**src/rtl/if_fetch_stage_pkg.sv**
```systemverilog
// Shared types and constants for the instruction-fetch stage.
// The fetch-to-decode bundle is a packed {instr, pc} record.
package if_fetch_stage_pkg;

  localparam logic [31:0] INSTR_NOP        = 32'h0000_0013;
  localparam logic [31:0] RESET_PC_DEFAULT = 32'h0000_0000;

  typedef struct packed {
    logic [31:0] instr;
    logic [31:0] pc;
  } if_id_t;

endpackage

```
**src/rtl/if_fetch_stage_if.sv**
```systemverilog
// Instruction-memory port and fetch-to-decode handshake.
// Fetch is the master on both.
interface if_fetch_imem_if;
  logic        en;
  logic [31:0] addr;
  logic [31:0] rdata;

  modport master (output en, output addr, input rdata);
  modport slave  (input en, input addr, output rdata);
endinterface

interface if_fetch_id_if;
  logic        valid;
  logic        ready;
  logic [31:0] instr;
  logic [31:0] pc;

  modport master (output valid, output instr, output pc, input ready);
  modport slave  (input valid, input instr, input pc, output ready);
endinterface

```
**src/rtl/if_fetch_stage_fetch_queue.sv**
```systemverilog
// Small synchronous FIFO of fetched {instr, pc} words.
// Flush wins over push/pop; storage is not reset.
module fetch_queue
  import if_fetch_stage_pkg::*;
#(
  parameter int DEPTH = 2,
  localparam int AW = $clog2(DEPTH),
  localparam int CW = AW + 1
) (
  input  logic          clk,
  input  logic          rstn,
  input  logic          push,
  input  logic          pop,
  input  logic          flush,
  input  if_id_t        din,
  output if_id_t        head,
  output logic [CW-1:0] count
);

  if_id_t          mem [DEPTH];
  logic [AW-1:0]   wr_q;
  logic [AW-1:0]   rd_q;
  logic [CW-1:0]   count_q;

  always_ff @(posedge clk or negedge rstn) begin
    if (!rstn) begin
      wr_q    <= '0;
      rd_q    <= '0;
      count_q <= '0;
    end else if (flush) begin
      wr_q    <= '0;
      rd_q    <= '0;
      count_q <= '0;
    end else begin
      if (push && !pop)
        assert (count_q < CW'(DEPTH));
      if (push)
        wr_q <= wr_q + 1'b1;
      if (pop)
        rd_q <= rd_q + 1'b1;
      unique case ({push, pop})
        2'b10:   count_q <= count_q + 1'b1;
        2'b01:   count_q <= count_q - 1'b1;
        default: count_q <= count_q;
      endcase
    end
  end

  always_ff @(posedge clk) begin
    if (push && !flush)
      mem[wr_q] <= din;
  end

  assign head  = mem[rd_q];
  assign count = count_q;

endmodule

```
**src/rtl/if_fetch_stage.sv**
```systemverilog
// Fetch stage: PC, imem request/response tracking, credit-based
// issue into the fetch queue, redirect flush.
module if_fetch_stage
  import if_fetch_stage_pkg::*;
#(
  parameter logic [31:0] RESET_PC = RESET_PC_DEFAULT,
  parameter int          FQ_DEPTH = 2
) (
  input  logic                  clk,
  input  logic                  rstn,
  input  logic                  redirect_valid,
  input  logic [31:0]           redirect_pc,
  if_fetch_imem_if.master       imem,
  if_fetch_id_if.master         id
);

  localparam int CW = $clog2(FQ_DEPTH) + 1;
  localparam int UW = CW + 1;

  logic [31:0]   pc_q;
  logic [31:0]   req_pc_q;
  logic          inflight_q;
  logic          drop_q;
  logic [CW-1:0] count;
  logic [UW-1:0] used;
  logic          deq;
  logic          issue;
  logic          push;
  if_id_t        head;
  if_id_t        din;

  assign deq  = id.valid & id.ready;
  // Slots already promised: queued words plus the response on its way.
  assign used = UW'(count) + UW'(inflight_q) - UW'(deq);

  assign issue = rstn & ~redirect_valid
               & (used < UW'(FQ_DEPTH));
  assign push  = inflight_q & ~drop_q & ~redirect_valid;

  assign imem.en   = issue;
  assign imem.addr = pc_q;

  always_ff @(posedge clk or negedge rstn) begin
    if (!rstn) begin
      pc_q       <= RESET_PC;
      req_pc_q   <= '0;
      inflight_q <= 1'b0;
      drop_q     <= 1'b0;
    end else if (redirect_valid) begin
      pc_q       <= {redirect_pc[31:2], 2'b00};
      inflight_q <= 1'b0;
      drop_q     <= inflight_q;
    end else begin
      drop_q     <= 1'b0;
      inflight_q <= issue;
      if (issue) begin
        pc_q     <= pc_q + 32'd4;
        req_pc_q <= pc_q;
      end
    end
  end

  assign din = '{instr: imem.rdata, pc: req_pc_q};

  fetch_queue #(
    .DEPTH (FQ_DEPTH)
  ) u_fq (
    .clk   (clk),
    .rstn  (rstn),
    .push  (push),
    .pop   (deq & ~redirect_valid),
    .flush (redirect_valid),
    .din   (din),
    .head  (head),
    .count (count)
  );

  assign id.valid = (count != '0);
  assign id.instr = id.valid ? head.instr : INSTR_NOP;
  assign id.pc    = id.valid ? head.pc : 32'h0;

endmodule

```
**src/flat_wrapper.sv**
```systemverilog
// flat-port wrapper written by rule: the top's interface ports become plain ports
module if_fetch_stage_flat import if_fetch_stage_pkg::*;
#(
  parameter logic [31:0] RESET_PC = RESET_PC_DEFAULT,
  parameter int          FQ_DEPTH = 2
)
  (clk, rstn, redirect_valid, redirect_pc, imem_en, imem_addr, imem_rdata, id_valid, id_instr, id_pc, id_ready);
  if_fetch_imem_if imem_i ();
  if_fetch_id_if id_i ();
  input  logic clk;
  input  logic rstn;
  input  logic redirect_valid;
  input  logic [31:0] redirect_pc;
  output wire logic [$bits(imem_i.en)-1:0] imem_en;
  output wire logic [$bits(imem_i.addr)-1:0] imem_addr;
  input wire logic [$bits(imem_i.rdata)-1:0] imem_rdata;
  output wire logic [$bits(id_i.valid)-1:0] id_valid;
  output wire logic [$bits(id_i.instr)-1:0] id_instr;
  output wire logic [$bits(id_i.pc)-1:0] id_pc;
  input wire logic [$bits(id_i.ready)-1:0] id_ready;
  assign imem_en = imem_i.en;
  assign imem_addr = imem_i.addr;
  assign imem_i.rdata = imem_rdata;
  assign id_valid = id_i.valid;
  assign id_instr = id_i.instr;
  assign id_pc = id_i.pc;
  assign id_i.ready = id_ready;
  if_fetch_stage #(.RESET_PC(RESET_PC), .FQ_DEPTH(FQ_DEPTH)) u_core (.clk(clk), .rstn(rstn), .redirect_valid(redirect_valid), .redirect_pc(redirect_pc), .imem(imem_i), .id(id_i));
endmodule
```
**config.mk**
```make
export PLATFORM = sky130hd
export DESIGN_NAME = if_fetch_stage_flat
export DESIGN_NICKNAME = d
export VERILOG_FILES = /design/src/rtl/if_fetch_stage_pkg.sv /design/src/rtl/if_fetch_stage_if.sv /design/src/rtl/if_fetch_stage_fetch_queue.sv /design/src/rtl/if_fetch_stage.sv /design/src/flat_wrapper.sv
export SDC_FILE = /design/constraint.sdc
export NUM_CORES = 1
export LEC_CHECK = 0
export CAP_MARGIN = 20
export CORE_MARGIN = 2
export CORE_UTILIZATION = 27
export DETAILED_ROUTE_END_ITERATION = 8
export GPL_TIMING_DRIVEN = 0
export PLACE_DENSITY = 0.51
export SYNTH_ARGS = -nofsm -noshare
export SYNTH_HDL_FRONTEND = slang
export SYNTH_SLANG_ARGS = --single-unit
```
**constraint.sdc**
```tcl
create_clock -name clk -period 18.42 [get_ports clk]
set_input_delay 1.842 -clock clk [delete_from_list [all_inputs] [get_ports clk]]
set_output_delay 1.842 -clock clk [all_outputs]
set_load 0.01 [all_outputs]
```
==> results.json, run 1 <==
{
  "status": "finished clean",
  "die_h_um": 175,
  "tightest_slew_ns": 0.887,
  "relSlewSlack": 0.406,
  "ys_warn_count": 0,
  "clock-skew-final_ns": 0.0151,
  "vdd.ir_drop.worst_uv": 59.9,
  "die_area_mm2": 0.0307,
  "cp_max_fo": 10,
  "synth-edff-count": 124,
  "antenna_found_initial": 0,
  "ant_nets": 0,
  "ys_async_sr_fraction": 0.347,
  "worstSetupPathType": "in -> out",
  "cts_root_buf": "clkbuf_16",
  "synth_seq_cells": 190,
  "report.final.slew_viol_count": 0,
  "finalHoldViolations": 0,
  "design_area_mm2": 0.0107,
  "setup_violations": 0,
  "areaGrowthSynthToFinish_pct": 35.5,
  "synth_cell_types": 44,
  "fin_crit_ns": 6.74,
  "fillCellCount": 2822,
  "route.detailed.drc": 0,
  "drive_gt1_frac": 0.0750,
  "power.density_mw_per_mm2": 95.2,
  "num_vias": 5490,
  "clk_pin_slew_ns": 0.07,
  "start_kind": "primary input",
  "crit_required_ns": 16.58,
  "rows": 62,
  "fp.coreArea_mm2": 0.0288,
  "insertion_delay_ns": 0.43,
  "grt_overflow": 0,
  "numCtsBuffers": 17,
  "pin_count": 166,
  "ctsHoldBuffers": 0,
  "place.gp.congestion": 0.786,
  "avgSynthCellArea_um2": 12.4,
  "synth_flop_cell": "edfxtp_1",
  "grt_pass1_wl_um": 32200,
  "grt_pass1_vias": 5413,
  "dieWidth_um": 175,
  "track_usage": 0.139,
  "nNetsFinal": 897,
  "viasPerCell": 4.49,
  "routed_wirelength_um": 21000,
  "tns_ns": 0,
  "dr.first_iter.drc_count": 345,
  "max_cap_violations": 0,
  "n_antenna_cell": 0,
  "dr.pass1.iters": 5,
  "htreeDepth": 4,
  "cts_resized": 0,
  "cts_buffer_depth": 2,
  "cp-end-kind": "primary output",
  "grt_max_degree": 52,
  "placedInstanceArea_mm2": 0.0101,
  "port_buffers": 159,
  "numClockSinks": 190,
  "placed_cells": 1192,
  "synth_cells": 637,
  "rsz0062_at_grt": "no",
  "syn_area_mm2": 0.00791,
  "holdCritPathClass": "reg -> reg",
  "fmax_ghz": 0.148,
  "wl_per_cell_um": 17.2,
  "hpwl_um": 15000,
  "final_cell_count_no_fill": 1224,
  "arrival_ns": 4.90,
  "cts_tree": "yes",
  "period_share": 0.366,
  "post-cts-setup-buffers": 0,
  "yosysSeqAreaShare": 0.680,
  "p_leak_uw": 0.00390,
  "start_util": 0.275
}
synth_stat cells (4+ instances only):
cell | n | area share
o311ai_0 | 10 | 0.011
nor2_1 | 75 | 0.036
a221o_1 | 5 | 0.0063
edfxtp_1 | 124 | 0.47
dfrtp_1 | 66 | 0.21
a21oi_1 | 6 | 0.0038
nor2b_1 | 9 | 0.0071
nor3_1 | 6 | 0.0038
buf_2 | 9 | 0.0057
and2_1 | 4 | 0.0032
nand2_1 | 125 | 0.059
inv_1 | 6 | 0.0028
clkbuf_1 | 18 | 0.0085
buf_4 | 6 | 0.0057
and4_1 | 4 | 0.0044
nand3b_1 | 4 | 0.0038
mux2i_1 | 62 | 0.078
and3_1 | 4 | 0.0032
o21ai_0 | 23 | 0.015
nand3_1 | 14 | 0.0089
nand4_1 | 11 | 0.0087
xor2_1 | 4 | 0.0044
o211ai_1 | 7 | 0.0066
cells by family (layout without fill, tap and decap cells):
kind of cell,Yosys count,after routing,share of synthesized area
fa+ha+maj,2,2,0.00411
compound gates,63,63,0.0538
mux,62,62,0.0785
flops,190,190,0.680
buf+inv,45,245,0.0277
other cells,1,4,0.000474
simple gates,267,267,0.148
xor+xnor,7,7,0.00775
metrics by stage:
| step | utilization | total power (uW) | hold slack [ns] | setup slack (ns) |
|---|---|---|---|---|
| 2_1_floorplan | - | 587 | 0.442 | 11.02 |
| 3_3_place_gp | 0.347 | 664 | 0.451 | 6.60 |
| 3_5_place_dp | 0.352 | 667 | 0.452 | 11.67 |
| 4_1_cts | 0.372 | 1030 | 0.464 | 11.66 |
| 5_1_grt | 0.372 | 1070 | 0.482 | 11.56 |
| 6_report | 0.372 | 1020 | 0.463 | 11.68 |
layout make-up:
cell class	count	area [um^2]	share of cell area
flip-flops and latches	190	5380	0.502
multi-input cells	405	2330	0.218
repair buffers	168	1720	0.160
well taps	384	480	0.0448
clock buffers	20	479	0.0447
plain buffers	38	191	0.0179
clock inverters	12	110	0.0103
inverters	7	27.5	0.00257
registers in the layout, indices dropped and copies added, names as in the netlist:
| register | cells |
|---|---|
| u_core.inflight_q | 1 |
| u_core.u_fq.rd_q | 1 |
| u_core.imem.addr | 30 |
| u_core.req_pc_q | 30 |
| u_core.drop_q | 1 |
| u_core.u_fq.count | 2 |
| u_core.u_fq.wr_q | 1 |
| u_core.u_fq.mem | 124 |
path summary, 6_finish.rpt:
kind / end / slack [ns] / cells past startpoint / from
worst max-delay path: imem_en / 11.68 / 12 / id_ready
worst min-delay path: u_core.u_fq.mem[1][20] / 0.46 / 0 / u_core.req_pc_q[20]
worst max register to register: u_core.imem.addr[10] / 14.92 / 13 / u_core.u_fq.count[1]
worst min register to register: u_core.u_fq.mem[1][20] / 0.46 / 0 / u_core.req_pc_q[20]
max in group asynchronous: u_core.req_pc_q[10] / 16.58 / 2 / rstn
min in group asynchronous: u_core.req_pc_q[27] / 1.28 / 1 / rstn
metal layers:
layer,track usage,up-vias,wire [um]
met5,0,-,0
met4,0.0431,0,242
met3,0.0294,13,1310
met2,0.212,183,9540
met1,0.198,2634,9910
li1,-,2660,-
worst max-delay path, cell delays in order:
cell and delay [ns]:
clkdlybuf4s50_1 0.56, xor2_1 0.16, nand2_1 0.08, fa_1 0.37
xor2_1 0.15, or3_1 0.37, buf_6 0.16, clkinv_2 0.06
buf_6 0.15, buf_4 0.22, buf_4 0.21, clkdlybuf4s50_1 0.56
cells in the final DEF (no fill, tap or decap), drive strengths merged, types with 4 or more instances in the layout:
cell	count
edfxtp	124
clkbuf	38
o21ai	23
nand4	11
and3	4
inv	14
xor2	4
o311ai	10
nand2	126
clkinv	5
nand3	14
nor2b	9
a221o	5
and2	4
a21oi	6
nor2	75
nor3	7
clkdlybuf4s50	158
nand3b	4
dfrtp	66
conb	4
mux2i	62
o211ai	7
and4	4
buf	30
power by group:
part / internal, uW / total, uW / switching [uW]
Combinational: 65.6 / 133 / 67.3
Sequential: 495 / 522 / 27.2
Clock: 195 / 365 / 170
Total: 755 / 1020 / 265
No activity file was read; power rests on OpenSTA's default activity.
==> run 2, diff against run 1 <==
--- a/config.mk
+++ b/config.mk
@@ -10,7 +10,7 @@
 export CORE_UTILIZATION = 27
 export DETAILED_ROUTE_END_ITERATION = 8
 export GPL_TIMING_DRIVEN = 0
-export PLACE_DENSITY = 0.51
+export PLACE_DENSITY = 0.52
 export SYNTH_ARGS = -nofsm -noshare
 export SYNTH_HDL_FRONTEND = slang
 export SYNTH_SLANG_ARGS = --single-unit
==> constraint.sdc (replaced) <==
create_clock -name clk -period 6 [get_ports clk]
set_input_delay 0.6 -clock clk [delete_from_list [all_inputs] [get_ports clk]]
set_output_delay 0.6 -clock clk [all_outputs]
set_load 0.01 [all_outputs]
==> results.json, run 2 (synthesis results as in run 1) <==
{
  "n_antenna_cell": 0,
  "ctsHoldBuffers": 0,
  "nNetsFinal": 894,
  "port_buffers": 159,
  "worstPathCellList": "nor2_1, inv_1, nand2_1, nor2_1, fa_1, xor2_1, or3_1, buf_6, clkinv_2, buf_6, buf_4, buf_4, clkdlybuf4s50_1",
  "arrival_ns": 4.18,
  "utilization": 0.372,
  "dr.first_iter.drc_count": 305,
  "antenna_found_initial": 0,
  "ant_nets": 0,
  "slowest_delay_ns": 0.56,
  "numClockSinks": 190,
  "final_common_cell": "clkdlybuf4s50_1",
  "numCtsBuffers": 17,
  "period_share": 0.797,
  "pre_cts_ws_ns": 1.61,
  "power.density_mw_per_mm2": 289,
  "start_kind": "flip-flop",
  "rrSetupSlack_ns": 2.50,
  "route.detailed.drc": 0,
  "cts_buffer_depth": 2,
  "r2r_start": "u_core.u_fq.count[1]",
  "viasPerCell": 4.51,
  "hpwl_um": 14900,
  "holdCritPathClass": "in -> async",
  "regMostFlops": "u_core.u_fq.mem",
  "finalHoldViolations": 0,
  "p_leak_uw": 0.00388,
  "fillCellCount": 2786,
  "grt_overflow": 0,
  "r2r_end": "u_core.imem.addr[10]",
  "cts_resized": 0,
  "clk_pin_slew_ns": 0.07,
  "ff2ff_path_depth": 13,
  "grt_max_degree": 51,
  "setup_violations": 0,
  "final_cell_mix": "158 x clkdlybuf4s50_1, 125 x nand2_1, 124 x edfxtp_1, 75 x nor2_1, 66 x dfrtp_1",
  "cp_max_fo": 10,
  "dr.pass1.iters": 4,
  "fmax_ghz": 0.209,
  "htreeDepth": 4,
  "dieWidth_um": 175,
  "relSlewSlack": 0.380,
  "grt_pass1_vias": 5334,
  "cts_tree": "yes",
  "rows": 62,
  "cp-end-kind": "primary output",
  "worstSetupPathType": "reg -> out",
  "clock-skew-final_ns": 0.0138,
  "pin_count": 166,
  "place.gp.congestion": 0.795,
  "drive_gt1_frac": 0.0717,
  "vdd.ir_drop.worst_uv": 161,
  "tightest_slew_ns": 0.929,
  "slowest_stage": "clkdlybuf4s50_1",
  "die_area_mm2": 0.0307,
  "multi_input_area_mm2": 0.00234,
  "wl_per_cell_um": 17.5,
  "status": "finished clean",
  "rsz0062_at_grt": "no",
  "areaGrowthSynthToFinish_pct": 35.4,
  "fin_ws_ns": 1.22,
  "fp.coreArea_mm2": 0.0288,
  "post-cts-setup-buffers": 0,
  "ff_latch_area_mm2": 0.00538,
  "report.final.slew_viol_count": 0,
  "largest_reg_flops": 124,
  "grt_pass1_wl_um": 32300,
  "start_util": 0.275,
  "crit_required_ns": 5.40,
  "track_usage": 0.141,
  "fin_crit_ns": 4.78,
  "cts_root_buf": "clkbuf_16",
  "max_cap_violations": 0,
  "die_h_um": 175,
  "num_vias": 5506,
  "routed_wirelength_um": 21300,
  "insertion_delay_ns": 0.43
}
## run 2: final cells by class
| class | instances | area share |
|---|---|---|
| Buffer | 38 | 0.0179 |
| Clock buffer | 17 | 0.0397 |
| Clock inverter | 15 | 0.0123 |
| Inverter | 7 | 0.00257 |
| Multi-Input combinational cell | 405 | 0.219 |
| Sequential cell | 190 | 0.502 |
| Tap cell | 384 | 0.0449 |
| Timing Repair Buffer | 165 | 0.162 |
## run 2: worst max path at each step
stage,slack [ns],startpoint,to
5_1_grt,0.90,u_core.u_fq.count[1],imem_en
2_1_floorplan,2.05,redirect_valid,u_core.u_fq.mem[0][10]
3_5_place_dp,1.61,u_core.u_fq.count[1],imem_en
3_3_place_gp,-0.89,redirect_valid,u_core.u_fq.mem[0][35]
4_1_cts,1.12,u_core.u_fq.count[1],imem_en
6_report,1.22,u_core.u_fq.count[1],imem_en
## run 2: power by group
group | leakage (uW) | switching (uW) | internal, uW
sequential | 0.00195 | 85.4 | 1520
combinational | 0.00166 | 208 | 204
clock | 0.000265 | 529 | 545
total | 0.00388 | 822 | 2270
## run 2: through the flow
stage | hold WS, ns | total power (uW) | TNS (ns) | cell area [um^2] | instances
2_1_floorplan | 0.304 | 1800 | 0 | 7920 | 640
3_3_place_gp | 0.450 | 2040 | -54.70 | 10000 | 1183
3_5_place_dp | 0.453 | 2050 | 0 | 10100 | 1189
4_1_cts | 0.0388 | 3130 | 0 | 10700 | 1221
5_1_grt | 0.0453 | 3230 | 0 | 10700 | 1221
6_report | 0.0468 | 3090 | 0 | 10700 | 1221
## run 2: routing by layer
layer	up-vias	wire length [um]	share of wire	GRT usage
li1	2648	-	-	-
met1	2684	10200	0.48	0.202
met2	168	10000	0.47	0.218
met3	6	1030	0.048	0.0324
met4	0	80	0.0037	0.0281
met5	-	0	0	0
## run 2: critical path: cells and delay by family (launching register included)
family,cells,cell delay (ns)
and+or+nand+nor,4,1.10
DFF,1,0.47
buffers and inverters,7,1.63
xor gates and xnor gates,1,0.14
adders and majority gates,1,0.40
==> run 3, diff against run 2 <==
--- a/config.mk
+++ b/config.mk
@@ -10,7 +10,7 @@
 export CORE_UTILIZATION = 27
 export DETAILED_ROUTE_END_ITERATION = 8
 export GPL_TIMING_DRIVEN = 0
-export PLACE_DENSITY = 0.52
+export PLACE_DENSITY = 0.51
 export SYNTH_ARGS = -nofsm -noshare
 export SYNTH_HDL_FRONTEND = slang
 export SYNTH_SLANG_ARGS = --single-unit
==> constraint.sdc (replaced) <==
create_clock -name clk -period 4.7 [get_ports clk]
set_input_delay 0.47 -clock clk [delete_from_list [all_inputs] [get_ports clk]]
set_output_delay 0.47 -clock clk [all_outputs]
set_load 0.01 [all_outputs]
==> results.json, run 3 (synthesis results as in run 1) <==
{
  "fin_crit_ns": 4.30,
  "finalHoldViolations": 0,
  "holdCritPathClass": "in -> async",
  "ff2ff_path_depth": 13,
  "holdWs_ns": 0.469,
  "p_comb_frac": 0.132,
  "numCtsBuffers": 17,
  "grt-busiest-layer": "met2",
  "worstPathCellList": "nor2_4, inv_1, nand2_1, nor2_1, fa_1, xor2_1, or3_1, buf_6, clkinv_2, buf_6, buf_4, buf_4, clkdlybuf4s50_1",
  "route.detailed.drc": 0,
  "cts_root_buf": "clkbuf_16",
  "arrival_ns": 3.83,
  "internal_power_uw": 2910,
  "cts_tree": "yes",
  "r2r_start": "u_core.u_fq.count[1]",
  "wl_per_cell_um": 17.5,
  "hpwl_um": 15000,
  "dr.first_iter.drc_count": 277,
  "dieWidth_um": 175,
  "pin_count": 166,
  "die_area_mm2": 0.0307,
  "nNetsFinal": 896,
  "rrSetupSlack_ns": 1.52,
  "worstSetupPathType": "reg -> out",
  "areaGrowthSynthToFinish_pct": 35.9,
  "design_area_mm2": 0.0107,
  "design_power_total_uw": 3980,
  "power_switching_uw": 1070,
  "rsz0062_at_grt": "no",
  "use_met1": 0.197,
  "place.gp.congestion": 0.788,
  "insertion_delay_ns": 0.44,
  "p_leak_uw": 0.00390,
  "p_clk_frac": 0.353,
  "swShare": 0.269,
  "ant_nets": 0,
  "cp_max_fo": 10,
  "final_common_cell": "clkdlybuf4s50_1",
  "antenna_found_initial": 0,
  "grt_pass1_vias": 5448,
  "use_met2": 0.224,
  "clock-skew-final_ns": 0.0167,
  "report.final.slew_viol_count": 0,
  "status": "finished clean",
  "tightest_slew_ns": 0.902,
  "fp.coreArea_mm2": 0.0288,
  "period_share": 0.916,
  "regMostFlops": "u_core.u_fq.mem",
  "worstSetupEndpoint": "imem_en",
  "num_vias": 5491,
  "routed_wirelength_um": 21400,
  "clk_pin_slew_ns": 0.08,
  "htreeDepth": 4,
  "start_util": 0.275,
  "slowest_stage": "clkdlybuf4s50_1",
  "placed_cells": 1190,
  "port_buffers": 159,
  "track_usage": 0.142,
  "viasPerCell": 4.49,
  "cp-end-kind": "primary output",
  "r2r_end": "u_core.imem.addr[6]",
  "slowest_delay_ns": 0.55,
  "utilization": 0.373,
  "grt_max_degree": 48,
  "drive_gt1_frac": 0.0751,
  "met3_usage": 0.0298,
  "grt_overflow": 0,
  "final_cell_count_no_fill": 1223,
  "die_h_um": 175,
  "largest_reg_flops": 124,
  "seqPwrFrac": 0.515,
  "numClockSinks": 190,
  "fmax_ghz": 0.232,
  "crit_required_ns": 4.23,
  "fillCellCount": 2849,
  "setup_violations": 0,
  "final_cell_mix": "158 x clkdlybuf4s50_1, 125 x nand2_1, 124 x edfxtp_1, 74 x nor2_1, 66 x dfrtp_1",
  "cp-startpoint": "u_core.u_fq.count[1]",
  "grt_pass1_wl_um": 32600,
  "max_cap_violations": 0,
  "dr.pass1.iters": 5,
  "n_antenna_cell": 0,
  "vdd.ir_drop.worst_uv": 230,
  "rows": 62,
  "placedInstanceArea_mm2": 0.0102,
  "relSlewSlack": 0.397,
  "start_kind": "flip-flop",
  "cts_buffer_depth": 2,
  "power.density_mw_per_mm2": 370
}
[run 3: cell types whose count changed in the layout (fill, tap and decap cells not counted)]
| cell | before | now |
|---|---|---|
| nor2_4 | 0 | 1 |
| buf_16 | 4 | 3 |
| dlygate4sd3_1 | 0 | 1 |
| clkinv_8 | 1 | 3 |
| clkinvlp_4 | 3 | 1 |
| clkinv_1 | 1 | 0 |
| buf_8 | 1 | 3 |
| nor2_1 | 75 | 74 |
| inv_6 | 4 | 5 |
[run 3: timing repair]
item	4_1_cts	5_1_grt
endpoints found under the setup margin	1	1
hold buffers	1	0
pin swaps	0	0
setup buffers	0	0
gates resized for setup	1	1
hold endpoints to repair	20	0
[run 3: layout make-up]
type | instances | area, um^2 | share of cell area
clock inverter | 15 | 154 | 0.0143
timing repair buffer | 167 | 1750 | 0.163
buffer | 38 | 191 | 0.0178
sequential | 190 | 5380 | 0.500
clock buffer | 17 | 425 | 0.0396
multi-input combinational | 405 | 2350 | 0.218
inverter | 7 | 27.5 | 0.00256
tap | 384 | 480 | 0.0447
[run 3: how the worst min path moves through the flow]
stage                              from                endpoint  slack [ns]  depth (start not counted)
detailed placement                 rstn     u_core.req_pc_q[26]        0.39                          1
finish                             rstn     u_core.req_pc_q[25]        0.47                          2
global route                       rstn     u_core.req_pc_q[25]        0.47                          2
CTS                                rstn     u_core.req_pc_q[25]        0.46                          2
global placement    u_core.req_pc_q[16]  u_core.u_fq.mem[0][16]        0.45                          0
floorplan                          rstn           u_core.drop_q        0.17                          0
[run 3: metal layers]
| layer | part of all wire | vias to the layer above |
|---|---|---|
| li1 | - | 2645 |
| met1 | 0.48 | 2667 |
| met2 | 0.47 | 167 |
| met3 | 0.045 | 12 |
| met4 | 0.0099 | 0 |
| met5 | 0 | - |
[run 3: power groups by stage]
stage	sequential (uW)	combinational, uW	clock (uW)
global placement	2080	517	0
CTS	2050	540	1440
global route	2070	586	1520
floorplan	2060	236	0
detailed placement	2080	536	0
finish	2050	527	1400
[run 3: worst max-delay path, delay by kind of cell (launching register included)]
family	cells	cell delay, ns
DFF	1	0.49
buffers and inverters	7	1.51
and+or+nand+nor	4	0.83
adders and majority gates	1	0.40
xor gates and xnor gates	1	0.15
[run 3: stage by stage]
| step | setup TNS, ns | worst slack (ns) |
|---|---|---|
| 6_report | 0 | 0.397 |
| 4_1_cts | 0 | 0.145 |
| 2_1_floorplan | 0 | 0.875 |
| 5_1_grt | 0 | 0.121 |
| 3_3_place_gp | -142.02 | -2.04 |
| 3_5_place_dp | 0 | 0.402 |
